### src/rtl/puf_pkg.sv
// Shared types and constants for the ring-oscillator PUF measurement engine.
package puf_pkg;

  typedef enum logic [2:0] {
    IDLE,
    SETTLE,
    COUNT,
    COMPARE,
    DONE
  } meas_state_t;

  // Bit positions inside the 2-bit challenge configuration field.
  localparam int CFG_SEL_BIT = 0;
  localparam int CFG_BX_BIT  = 1;

endpackage

### src/rtl/ro_edge_counter.sv
// Rising-edge counter for one synchronised oscillator: third-stage delay,
// edge detect and a saturating counter that never wraps.
module ro_edge_counter #(
  parameter int CNT_W = 16
) (
  input  logic             clk,
  input  logic             rst_n,
  input  logic             sync_bit,
  input  logic             clear,
  input  logic             enable,
  output logic [CNT_W-1:0] count
);

  logic delay_q;
  logic rise;

  assign rise = sync_bit & ~delay_q;

  always_ff @(posedge clk) begin
    if (!rst_n) begin
      delay_q <= 1'b0;
      count   <= '0;
    end else begin
      delay_q <= sync_bit;
      if (clear) begin
        count <= '0;
      end else if (enable && rise && (count != '1)) begin
        count <= count + CNT_W'(1);
      end
    end
  end

endmodule

### src/rtl/ro_puf_pair_meas.sv
// Ring-oscillator PUF pair measurement: enables a challenged pair, lets it
// settle, counts edges over a fixed window and reports which one ran faster.
module ro_puf_pair_meas
  import puf_pkg::*;
#(
  parameter int NUM_RO = 16,
  parameter int IDX_W  = $clog2(NUM_RO),
  parameter int CNT_W  = 16,
  parameter int WINDOW = 1024,
  parameter int SETTLE = 16
) (
  input  logic              CLK,
  input  logic              RST_N,
  input  logic              CHAL_VALID,
  output logic              CHAL_READY,
  input  logic [IDX_W-1:0]  CHAL_A,
  input  logic [IDX_W-1:0]  CHAL_B,
  input  logic [1:0]        CHAL_CFG,
  input  logic [NUM_RO-1:0] RO_IN,
  output logic [NUM_RO-1:0] RO_EN,
  output logic              RO_SEL,
  output logic              RO_BX,
  output logic              RESP_VALID,
  input  logic              RESP_READY,
  output logic              RESP,
  output logic              RESP_TIE,
  output logic              RESP_ERR,
  output logic [CNT_W-1:0]  CNT_A,
  output logic [CNT_W-1:0]  CNT_B
);

  localparam int TMR_MAX = (SETTLE > WINDOW) ? SETTLE : WINDOW;
  localparam int TMR_W   = $clog2(TMR_MAX) + 1;
  localparam int EXT_W   = 2 ** IDX_W;
  localparam logic [TMR_W-1:0]  SETTLE_LAST = TMR_W'(SETTLE - 1);
  localparam logic [TMR_W-1:0]  WINDOW_LAST = TMR_W'(WINDOW - 1);
  localparam logic [NUM_RO-1:0] RO_ONE      = NUM_RO'(1);

  meas_state_t       state_q, state_d;
  logic [TMR_W-1:0]  timer_q;
  logic [IDX_W-1:0]  a_q, b_q, a_d, b_d;
  logic [NUM_RO-1:0] sync1_q, sync2_q, ro_en_q, pair_mask;
  logic [EXT_W-1:0]  sync_ext;
  logic              sel_q, bx_q, resp_q, tie_q, err_q;
  logic              accept, illegal, cnt_clear, cnt_enable;
  logic [CNT_W-1:0]  cnt_a, cnt_b;

  // NOTE: sequential state always uses non-blocking assignments so every
  // flop samples the pre-edge value of its neighbours.
  always_ff @(posedge CLK) begin
    if (!RST_N) begin
      sync1_q <= '0;
      sync2_q <= '0;
    end else begin
      sync1_q <= RO_IN;
      sync2_q <= sync1_q;
    end
  end

  // Zero-extend so any IDX_W-wide index selects a defined bit.
  assign sync_ext = EXT_W'(sync2_q);

  assign accept  = CHAL_VALID && (state_q == IDLE);
  assign illegal = (CHAL_A == CHAL_B) || (int'(CHAL_A) >= NUM_RO) || (int'(CHAL_B) >= NUM_RO);
  assign a_d     = accept ? CHAL_A : a_q;
  assign b_d     = accept ? CHAL_B : b_q;
  assign pair_mask = (RO_ONE << a_d) | (RO_ONE << b_d);

  // The SETTLE parameter shadows the imported state name, hence the qualifier.
  always_comb begin
    // NOTE: default first so every path assigns state_d and no latch is inferred.
    state_d = state_q;
    unique case (state_q)
      IDLE:             if (CHAL_VALID) state_d = illegal ? DONE : puf_pkg::SETTLE;
      puf_pkg::SETTLE:  if (timer_q == SETTLE_LAST) state_d = COUNT;
      COUNT:            if (timer_q == WINDOW_LAST) state_d = COMPARE;
      COMPARE:          state_d = DONE;
      DONE:             if (RESP_READY) state_d = IDLE;
      default:          state_d = IDLE;
    endcase
  end

  always_ff @(posedge CLK) begin
    if (!RST_N) begin
      state_q <= IDLE;
      timer_q <= '0;
      a_q     <= '0;
      b_q     <= '0;
      ro_en_q <= '0;
      sel_q   <= 1'b0;
      bx_q    <= 1'b0;
      resp_q  <= 1'b0;
      tie_q   <= 1'b0;
      err_q   <= 1'b0;
    end else begin
      state_q <= state_d;
      timer_q <= (state_d != state_q) ? '0 : timer_q + TMR_W'(1);
      // Registered enable keeps the oscillator gates glitch-free.
      ro_en_q <= ((state_d == puf_pkg::SETTLE) || (state_d == COUNT)) ? pair_mask : '0;
      if (accept) begin
        a_q    <= CHAL_A;
        b_q    <= CHAL_B;
        resp_q <= 1'b0;
        tie_q  <= 1'b0;
        err_q  <= illegal;
        if (!illegal) begin
          sel_q <= CHAL_CFG[CFG_SEL_BIT];
          bx_q  <= CHAL_CFG[CFG_BX_BIT];
        end
      end else if (state_q == COMPARE) begin
        resp_q <= (cnt_a > cnt_b);
        tie_q  <= (cnt_a == cnt_b);
      end
    end
  end

  // Clearing on accept also zeroes the counts reported for an illegal challenge.
  assign cnt_clear  = accept || (state_q == puf_pkg::SETTLE);
  assign cnt_enable = (state_q == COUNT);

  ro_edge_counter #(.CNT_W(CNT_W)) u_cnt_a (
    .clk      (CLK),
    .rst_n    (RST_N),
    .sync_bit (sync_ext[a_q]),
    .clear    (cnt_clear),
    .enable   (cnt_enable),
    .count    (cnt_a)
  );

  ro_edge_counter #(.CNT_W(CNT_W)) u_cnt_b (
    .clk      (CLK),
    .rst_n    (RST_N),
    .sync_bit (sync_ext[b_q]),
    .clear    (cnt_clear),
    .enable   (cnt_enable),
    .count    (cnt_b)
  );

  assign CHAL_READY = (state_q == IDLE);
  assign RESP_VALID = (state_q == DONE);
  assign RO_EN      = ro_en_q;
  assign RO_SEL     = sel_q;
  assign RO_BX      = bx_q;
  assign RESP       = resp_q;
  assign RESP_TIE   = tie_q;
  assign RESP_ERR   = err_q;
  assign CNT_A      = cnt_a;
  assign CNT_B      = cnt_b;

endmodule

### config.mk
export PLATFORM = sky130hd
export DESIGN_NAME = ro_puf_pair_meas
export DESIGN_NICKNAME = d
export VERILOG_FILES = /design/src/rtl/puf_pkg.sv /design/src/rtl/ro_edge_counter.sv /design/src/rtl/ro_puf_pair_meas.sv
export SDC_FILE = /design/constraint.sdc
export NUM_CORES = 1
export LEC_CHECK = 0
export BUFFER_PORTS_ARGS = -buffer_cell sky130_fd_sc_hd__buf_2
export CAP_MARGIN = 20
export CORE_MARGIN = 4
export CORE_UTILIZATION = 60
export DETAILED_ROUTE_END_ITERATION = 10
export PLACE_DENSITY = 0.84
export SYNTH_ARGS = -nofsm -noshare
export SYNTH_HDL_FRONTEND = slang
export SYNTH_SLANG_ARGS = --single-unit
export TNS_END_PERCENT = 1
### constraint.sdc
create_clock -name CLK -period 3.5 [get_ports CLK]
set_input_delay 0.35 -clock CLK [delete_from_list [all_inputs] [get_ports CLK]]
set_output_delay 0.35 -clock CLK [all_outputs]
set_load 0.02 [all_outputs]
== After elaboration in Yosys (flattened, before gate mapping) ==
Cells that the tools add are included.
Storage, ports and cells
  logic and storage cells: 69
  bits of input ports: 30
  output and inout bits: 55
  register bits after elaboration: 109
Operators by class
  $lt $le $gt $ge: 3
  $add $sub $neg: 3
  equality and inequality tests: 13
  muxes and demuxes: 12
  shift-type cells: 2
  bitwise logic cells: 7
  reductions and logical operators: 13
Operators with widths (number)
  $add 16x1->16 const B: 2
  $ne 16x16->1 const B: 2
  $shl 1x4->16 const A: 2
  $eq 16x16->1: 1
  $gt 16x16->1: 1
  $or 16x16->16: 1
  $mux 3: 5
  $pmux 3 s5: 1
  $add 11x1->11 const B: 1
  $eq 11x10->1 const B: 1
  $eq 11x4->1 const B: 1
  $lt 4x5->1 const B: 2
  $eq 3x2->1 const B: 3
  $bmux 1 s4: 2
  $mux 4: 2
  $eq 3x1->1 const B: 2
  $reduce_or 2->1: 3
  $logic_and 1x1->1: 5
  $eq 4x4->1: 1
  $not 1->1: 4
  $reduce_and 2->1: 2
  $eq 3x3->1 const B: 1
  $logic_not 3->1: 1
  $ne 3x3->1: 1
  3 further kinds: 6

== Depth between registers and ports, before layout ==
Gate-level depths: netlist (run 1).
  depth in word-level cells: 7
  gate-level depth with buffers: 9
  depth with buffers taken out: 8

== Cells and area by module ==
Synthesis (run 1) repeated with hierarchy kept, for this count alone.
Unflattened totals
  cells, all modules: 604
  area total of the unflattened synthesis: 5594.1 µm²
By module, submodules not included
  ro_puf_pair_meas: instances 1, sequential area each 1501.4 µm², area an instance 3777.4 µm², cells an instance 404
  ro_edge_counter: instances 2, sequential area each 340.3 µm², area an instance 908.4 µm², cells an instance 100

== Worst setup path after synthesis (run 1) ==
Ideal clock, no wire load.
  path kind: reg2reg
  start: register state_q[0]
  end: register u_cnt_a.count[10]
  path slack: 1.240 ns
  buffers on the path: 3
  cell stages (with the launch flop): 8
  arrival time: 2.128 ns
  library setup time: 0.132 ns
  clock period less this slack: 2.260 ns
  required time: 3.368 ns
  path through: dfxtp_1 -> buf_6 -> nor3_1 -> nand2_1 -> nand3_1 -> clkbuf_1 -> clkbuf_1 -> a21oi_1
Between the ends
  word-level cells in the longest chain between the ends: 4
  elaborated cells between the ends (all ways): 8
  those cells by class: eq/ne: 2; reduce/logical: 6
Ends and longest elaborated chain
  start, declared: RTL line ro_puf_pair_meas.sv:39  | meas_state_t state_q, state_d;
  start signal, assigned: RTL line ro_puf_pair_meas.sv:96  | state_q <= state_d;
  $logic_not 3->1
  net CHAL_READY: RTL line ro_puf_pair_meas.sv:15  | output logic CHAL_READY,
  $logic_and 1x1->1: RTL line ro_puf_pair_meas.sv:63  | assign accept = CHAL_VALID && (state_q == IDLE);
  $logic_or 1x1->1: RTL line ro_puf_pair_meas.sv:118  | assign cnt_clear = accept || (state_q == puf_pkg::SETTLE);
  $reduce_or 2->1 (no line)
  end signal, assigned: RTL line ro_edge_counter.sv:28  | count <= count + CNT_W'(1);
  end, declared: RTL line ro_edge_counter.sv:11  | output logic [CNT_W-1:0] count
The timed path passes the listed nets, and every way through them passes these cells.
A chain may end at the register's enable or synchronous reset.

== Worst setup path after layout (run 1) ==
  start: register a_q[0]
  end: register u_cnt_a.count[2]
Between the ends
  word-level cells in the longest chain between the ends: 5
Ends and longest elaborated chain
  start, declared: RTL line ro_puf_pair_meas.sv:41  | logic [IDX_W-1:0] a_q, b_q, a_d, b_d;
  start signal, assigned: RTL line ro_puf_pair_meas.sv:87  | a_q <= '0;
  start signal, assigned: RTL line ro_puf_pair_meas.sv:101  | a_q <= CHAL_A;
  $bmux 1 s4: RTL line ro_puf_pair_meas.sv:124  | .sync_bit (sync_ext[a_q]),
  $mux 1 (implied by the code): RTL line ro_puf_pair_meas.sv:124
  $and 1x1->1: RTL line ro_edge_counter.sv:17  | assign rise = sync_bit & ~delay_q;
  $logic_and 1x1->1 (2 in a row): RTL line ro_edge_counter.sv:27  | end else if (enable && rise && (count != '1)) begin
Every way passes these cells. The select of a mux whose other input is x is not followed.

==> out/metrics.yaml, run 1 <==
diodes: 0
met1_usage_pct: 30.5
dr_total_vias: 4669
p_leak_nw: 2.35
yosys_warnings: 0
crit_path_max_incr_delay_ps: 640
nNetsFinal: 732
p_total_mw: 2.25
drv_slew: 0
die_h_um: 101
fillCellCount: 693
fin_crit_sh_pct: 73.1
worstHoldStart: "RO_IN[8]"
synth-xor-area-share_pct: 3.02
synthMuxAreaShare_pct: 3.93
synth_area_um2: 5220
worst_slew_margin_rel_pct: 27.5
final_common_cell: "dfxtp_1"
cts_buffers: 9
viasPerCell: 5.89
tightest_slew_ps: 1080
syn_nets: 664
layout_common_cells: "dfxtp_1 (109), buf_2 (84), nand2_1 (65)"
cts_buffer_depth: 2
dp_hpwl_um: 8770
max_freq_mhz: 391
max_cap_violations: 0
synthAdderAreaFrac_pct: 4.55
cts_sinks: 109
placed_area_um2: 5650
syn_area_per_cell_um2: 8.49
worstSetupPathType: "reg2reg"
r2r-start: "a_q[0]"
clkTransAtPathRegs_ps: 100
top_usage_layer: "met2"
drive_gt1_share_pct: 16.0
tns_ps: 0
io_pins: 85
hold_buffers: 0
worstPathCellList: "mux4_2 -> nor2_1 -> and4b_1 -> o21ai_1 -> o21ai_0 -> a21oi_1"
setup_viol: 0
synth-compound-area-share_pct: 14.0
rrSetupSlack_ps: 940
synth_cells: 615
area_growth_pct: 11.8
hold_end: "sync1_q[8]"
first_pass_iters: 5
final_area_um2: 5840
worstPathArrival_ps: 2850
critPathLaunchType: "flop"
clkLatencyLatePin_ps: 370
cts_tree: "built"
drt-total-wl_um: 11600
status: "finished clean"
initialDrtViolationCount: 307
chipWidth_um: 101
yosys.area_share.simple_pct: 28.4
finalHoldViolCount: 0
fin_worst_skew_ps: 24.6
slowest_stage: "o21ai_1"
grt_use_met3_pct: 4.13
vdd_ir_drop_max_mv: 0.291
crit_required_ps: 3790
core_area_um2: 8340
initial_core_util_pct: 62.6
path_max_fanout: 14
dieArea_um2: 10300
post_cts_buffers: 0
grt_pass1_wl_um: 19300
min_path_cells: 2
reg2regPathDepth: 6
worstHoldPathType: "in2reg"
grt_usage_pct: 22.8
ant_nets: 0
power_density_nw_per_um2: 385
grt_pass1_vias: 4234
htreeDepth: 3
r2r_end: "u_cnt_a.count[2]"
final_cells: 793
fp-row-count: 33
io_buffers: 84
synth_cell_types: 49
seq_area_frac_synth_pct: 41.8
synth.ff_latch_count: 109
root_buffer: "clkbuf_8"
critPathCaptureType: "flop"
grt_use_met2_pct: 37.2
period_needed_ps: 2560
gp_congestion: 0.893
grt_max_degree: 39
grt-ovfl-total: 0
wl_per_cell_um: 14.6
rsz0062_at_grt: "false"
dpl.cell_count: 777
cts_resized: 0
antenna_found_initial: 0
synth_top_family_by_area: "simple AND/OR/NAND/NOR gates"
drc: 0
## metrics by stage
step / hold slack (ps) / util, % / setup slack (ps)
6_report: 190 / 70.0 / 940
3_3_place_gp: 420 / 67.7 / 1090
5_1_grt: 172 / 70.0 / 670
4_1_cts: 172 / 70.0 / 947
3_5_place_dp: 418 / 67.7 / 956
2_1_floorplan: 412 / - / 1240
## layout make-up
class                      instances  area [µm²]  share of cell area (%)
clock buffer                       9         124                    2.12
clock inverter                     7        67.6                    1.16
inverter                          21        78.8                    1.35
multi-input combinational        455        2810                    48.2
sequential                       109        2180                    37.4
tap                              105         131                    2.25
timing repair buffer              87         443                    7.59
## flip-flops by register name, indices dropped and copies added (netlist names), 3 cells and up
| signal | count |
|---|---|
| RO_EN | 16 |
| sync1_q | 16 |
| sync2_q | 16 |
| u_cnt_a.count | 16 |
| u_cnt_b.count | 16 |
| timer_q | 11 |
| a_q | 4 |
| b_q | 4 |
| state_q | 3 |
## cell families after synthesis
logic type,after synthesis
simple gates,288
compound gates,112
flops,109
buf+inv,51
fa+ha+maj,19
xor+xnor,18
mux,18
## Yosys cell counts, drive strengths merged
cell	n	area [µm²]
nand2	65	244
a21boi	1	11.3
or2	1	6.26
xor2	7	61.3
nor3	8	40.0
o31ai	10	75.1
mux2i	16	160
and3	6	37.5
nor4	5	31.3
xnor2	11	96.3
nand4	21	131
o22ai	1	6.26
or4bb	1	11.3
o21a	4	30.0
nand3b	13	97.6
a21o	3	22.5
a211o	3	26.3
buf	13	83.8
or4	7	52.6
and2	38	238
and4	3	26.3
a21oi	36	180
or3b	1	8.76
a311o	4	40.0
a2111oi	2	17.5
nand2b	3	18.8
or3	13	81.3
nor2	63	236
a211oi	3	22.5
inv	21	78.8
mux4	2	45.0
a31o	1	8.76
ha	19	238
nor2b	6	37.5
o21ai	19	98.8
or4b	1	13.8
a22oi	20	150
and4b	1	10.0
nand3	32	160
o211ai	4	30.0
dfxtp	109	2180
clkbuf	17	65.1
o211a	1	10.0
## layer usage
metal,part of all wire [%],up-vias
met4,1.8,0
met1,44,2156
met2,47,184
met5,0,-
li1,-,2312
met3,7.3,17
## worst max path at each step
stage	startpoint	end	slack, ps	cells past startpoint
finish	a_q[0]	u_cnt_a.count[2]	940	6
global route	a_q[0]	u_cnt_a.count[2]	670	6
CTS	a_q[0]	u_cnt_a.count[2]	950	6
detailed placement	a_q[0]	u_cnt_a.count[12]	960	6
global placement	a_q[0]	u_cnt_a.count[2]	1090	6
floorplan	state_q[0]	u_cnt_a.count[10]	1240	7
## critical path, delay by kind of cell (launching register included)
family	cells	cell delay [ps]
AO/OA/AOI/OAI	3	990
flip-flops	1	630
multiplexers	1	570
AND/OR/NAND/NOR	2	320
## power by group
part / internal (mW) / leakage (nW) / switching, mW
registers: 1.28 / 0.888 / 0.0323
clock network: 0.275 / 0.0872 / 0.437
logic: 0.0856 / 1.37 / 0.140
total: 1.64 / 2.35 / 0.609
(Power assumes the default switching activity.)
==> inputs of run 2 (changes only) <==
CORE_UTILIZATION = 56   (was 60)
PLACE_DENSITY = 0.79   (was 0.84)
clock period = 2.55 ns   (was 3.5 ns; I/O delays follow)
==> run 2 against run 1 <==
Net effect:
- flip-flop and latch count unchanged
- largest power group unchanged
- die area grew 6.6%
- global-route usage is 0.69 points lower
- sequential power grew 37%
==> out/metrics.yaml, run 2 (synthesis gave the netlist of run 1 again) <==
min_path_cells: 2  # unchanged
layout_common_cells: "dfxtp_1 (109), buf_2 (84), nand2_1 (65)"  # unchanged
cts_resized: 0  # unchanged
hold_end: "sync1_q[13]"  # was sync1_q[8]
die_h_um: 105  # was 101 µm
dieArea_um2: 10900  # was 10,300 µm²
io_pins: 85  # unchanged
gp_congestion: 0.897  # was 0.893
crit_top_cell: "nand2_1"
r2r_end: "u_cnt_b.count[4]"  # was u_cnt_a.count[2]
wl_per_cell_um: 15.2  # was 14.6 µm
p_total_mw: 3.16  # was 2.25 mW
grt_usage_pct: 22.1  # was 22.8%
power_density_nw_per_um2: 532  # was 385 nW/µm²
first_pass_iters: 5  # unchanged
max_freq_mhz: 417  # was 391 MHz
htreeDepth: 3  # unchanged
cts_tree: "built"  # unchanged
chipWidth_um: 105  # was 101 µm
post_cts_buffers: 0  # unchanged
finalHoldViolCount: 0  # unchanged
dp_hpwl_um: 9220  # was 8770 µm
fin_crit_sh_pct: 94.2  # was 73.1%
fin_worst_skew_ps: 14.1  # was 24.6 ps
nNetsFinal: 742  # was 732
rrSetupSlack_ps: 150  # was 940 ps
critPathLaunchType: "flop"  # unchanged
wl_met2_um: 5630  # was 5490 µm
hold_buffers: 0  # unchanged
diodes: 0  # unchanged
root_buffer: "clkbuf_8"  # unchanged
area_growth_pct: 13.5  # was 11.8%
initial_core_util_pct: 58.7  # was 62.6%
r2r-start: "b_q[3]"  # was a_q[0]
period_needed_ps: 2400  # was 2560 ps
topRoutingLayerUsed: "met4"  # unchanged
worst_slew_margin_rel_pct: 40.2  # was 27.5%
tightest_slew_ps: 897  # was 1080 ps
core_area_um2: 8890  # was 8340 µm²
reg2regPathDepth: 6  # unchanged
clkLatencyLatePin_ps: 370  # about the same
worstHoldPathType: "in2reg"  # unchanged
slowest_stage: "dfxtp_1"  # was o21ai_1
drive_gt1_share_pct: 17.2  # was 16.0%
multi_input_area_um2: 2810  # unchanged
worstSetupPathType: "reg2reg"  # unchanged
worstPathArrival_ps: 2720  # was 2850 ps
cts_sinks: 109  # unchanged
clkTransAtPathRegs_ps: 110  # was 100 ps
worstPathCellList: "mux2i_1 -> a22oi_1 -> nand2_1 -> a211o_1 -> or4_1 -> nand2_1"  # was mux4_2 -> nor2_1 -> and4b_1 -> o21ai_1 -> o21ai_0 -> a21oi_1
crit_family: "compound AO/OA/AOI/OAI gates"  # unchanged
setup_viol: 0  # unchanged
tns_ps: 0  # unchanged
status: "finished clean"  # unchanged
worstHoldStart: "RO_IN[13]"  # was RO_IN[8]
rsz0062_at_grt: "false"  # unchanged
fp-row-count: 34  # was 33
wl_met3_um: 914  # was 845 µm
cts_buffers: 9  # unchanged
grt_max_degree: 37  # was 39
crit_path_max_incr_delay_ps: 760  # was 640 ps
drv_slew: 0  # unchanged
ant_nets: 0  # unchanged
holdWs_ps: 74.4  # was 190 ps
viasPerCell: 5.87  # was 5.89
drc: 0  # unchanged
cts_buffer_depth: 2  # unchanged
met1_length_um: 5610  # was 5050 µm
crit_required_ps: 2870  # was 3790 ps
io_buffers: 84  # unchanged
grt_pass1_wl_um: 20300  # was 19,300 µm
dr_total_vias: 4732  # was 4,669
seq_area_um2: 2180  # unchanged
path_buf_inv: 0  # unchanged
drt-total-wl_um: 12300  # was 11,600 µm
grt_pass1_vias: 4328  # was 4,234
critPathCaptureType: "flop"  # unchanged
fillCellCount: 750  # was 693
grt-ovfl-total: 0  # unchanged
final_common_cell: "dfxtp_1"  # unchanged
vdd_ir_drop_max_mv: 0.350  # was 0.291 mV
antenna_found_initial: 0  # unchanged
path_max_fanout: 13  # was 14
p_leak_nw: 2.41  # was 2.35 nW
max_cap_violations: 0  # unchanged
initialDrtViolationCount: 201  # was 307
[run 2: layer usage]
| layer | track usage [%] | vias to the layer above |
|---|---|---|
| met5 | 0 | - |
| met1 | 30.8 | 2203 |
| met4 | 7.03 | 0 |
| li1 | - | 2335 |
| met2 | 35.3 | 177 |
| met3 | 3.95 | 17 |
[run 2: layout make-up]
class                      count  area share [%]
multi-input combinational    455            47.5
sequential                   109            36.8
timing repair buffer          97            8.74
tap                          108            2.28
clock buffer                   9            2.09
inverter                      21            1.33
clock inverter                 7            1.27
[run 2: power by group]
part | switching, mW | leakage (nW) | internal (mW)
Combinational | 0.202 | 1.42 | 0.125
Sequential | 0.0426 | 0.888 | 1.75
Clock | 0.644 | 0.0985 | 0.390
[run 2: worst max path at each step]
stage / to / cells past startpoint / slack, ps / start
3_3_place_gp: u_cnt_b.count[4] / 6 / 250 / b_q[3]
3_5_place_dp: u_cnt_b.count[4] / 6 / 230 / b_q[3]
5_1_grt: u_cnt_b.count[4] / 6 / 30 / b_q[3]
4_1_cts: u_cnt_b.count[4] / 6 / 200 / b_q[3]
2_1_floorplan: u_cnt_a.count[10] / 7 / 290 / state_q[0]
6_report: u_cnt_b.count[4] / 6 / 150 / b_q[3]
[run 2: stage by stage]
step           worst slack, ps  cell area (µm²)  std cells  util [%]
2_1_floorplan              290             5220        615         -
3_3_place_gp               245             5730        790      64.4
3_5_place_dp               225             5730        790      64.4
4_1_cts                    196             5930        806      66.6
5_1_grt                   25.2             5930        806      66.6
6_report                   149             5930        806      66.6
[run 2: worst reg2reg max path, stage by stage (launching register included)]
cell,delay [ps]
dfxtp_1,760
mux2i_1,170
a22oi_1,440
nand2_1,150
a211o_1,360
or4_1,400
nand2_1,70
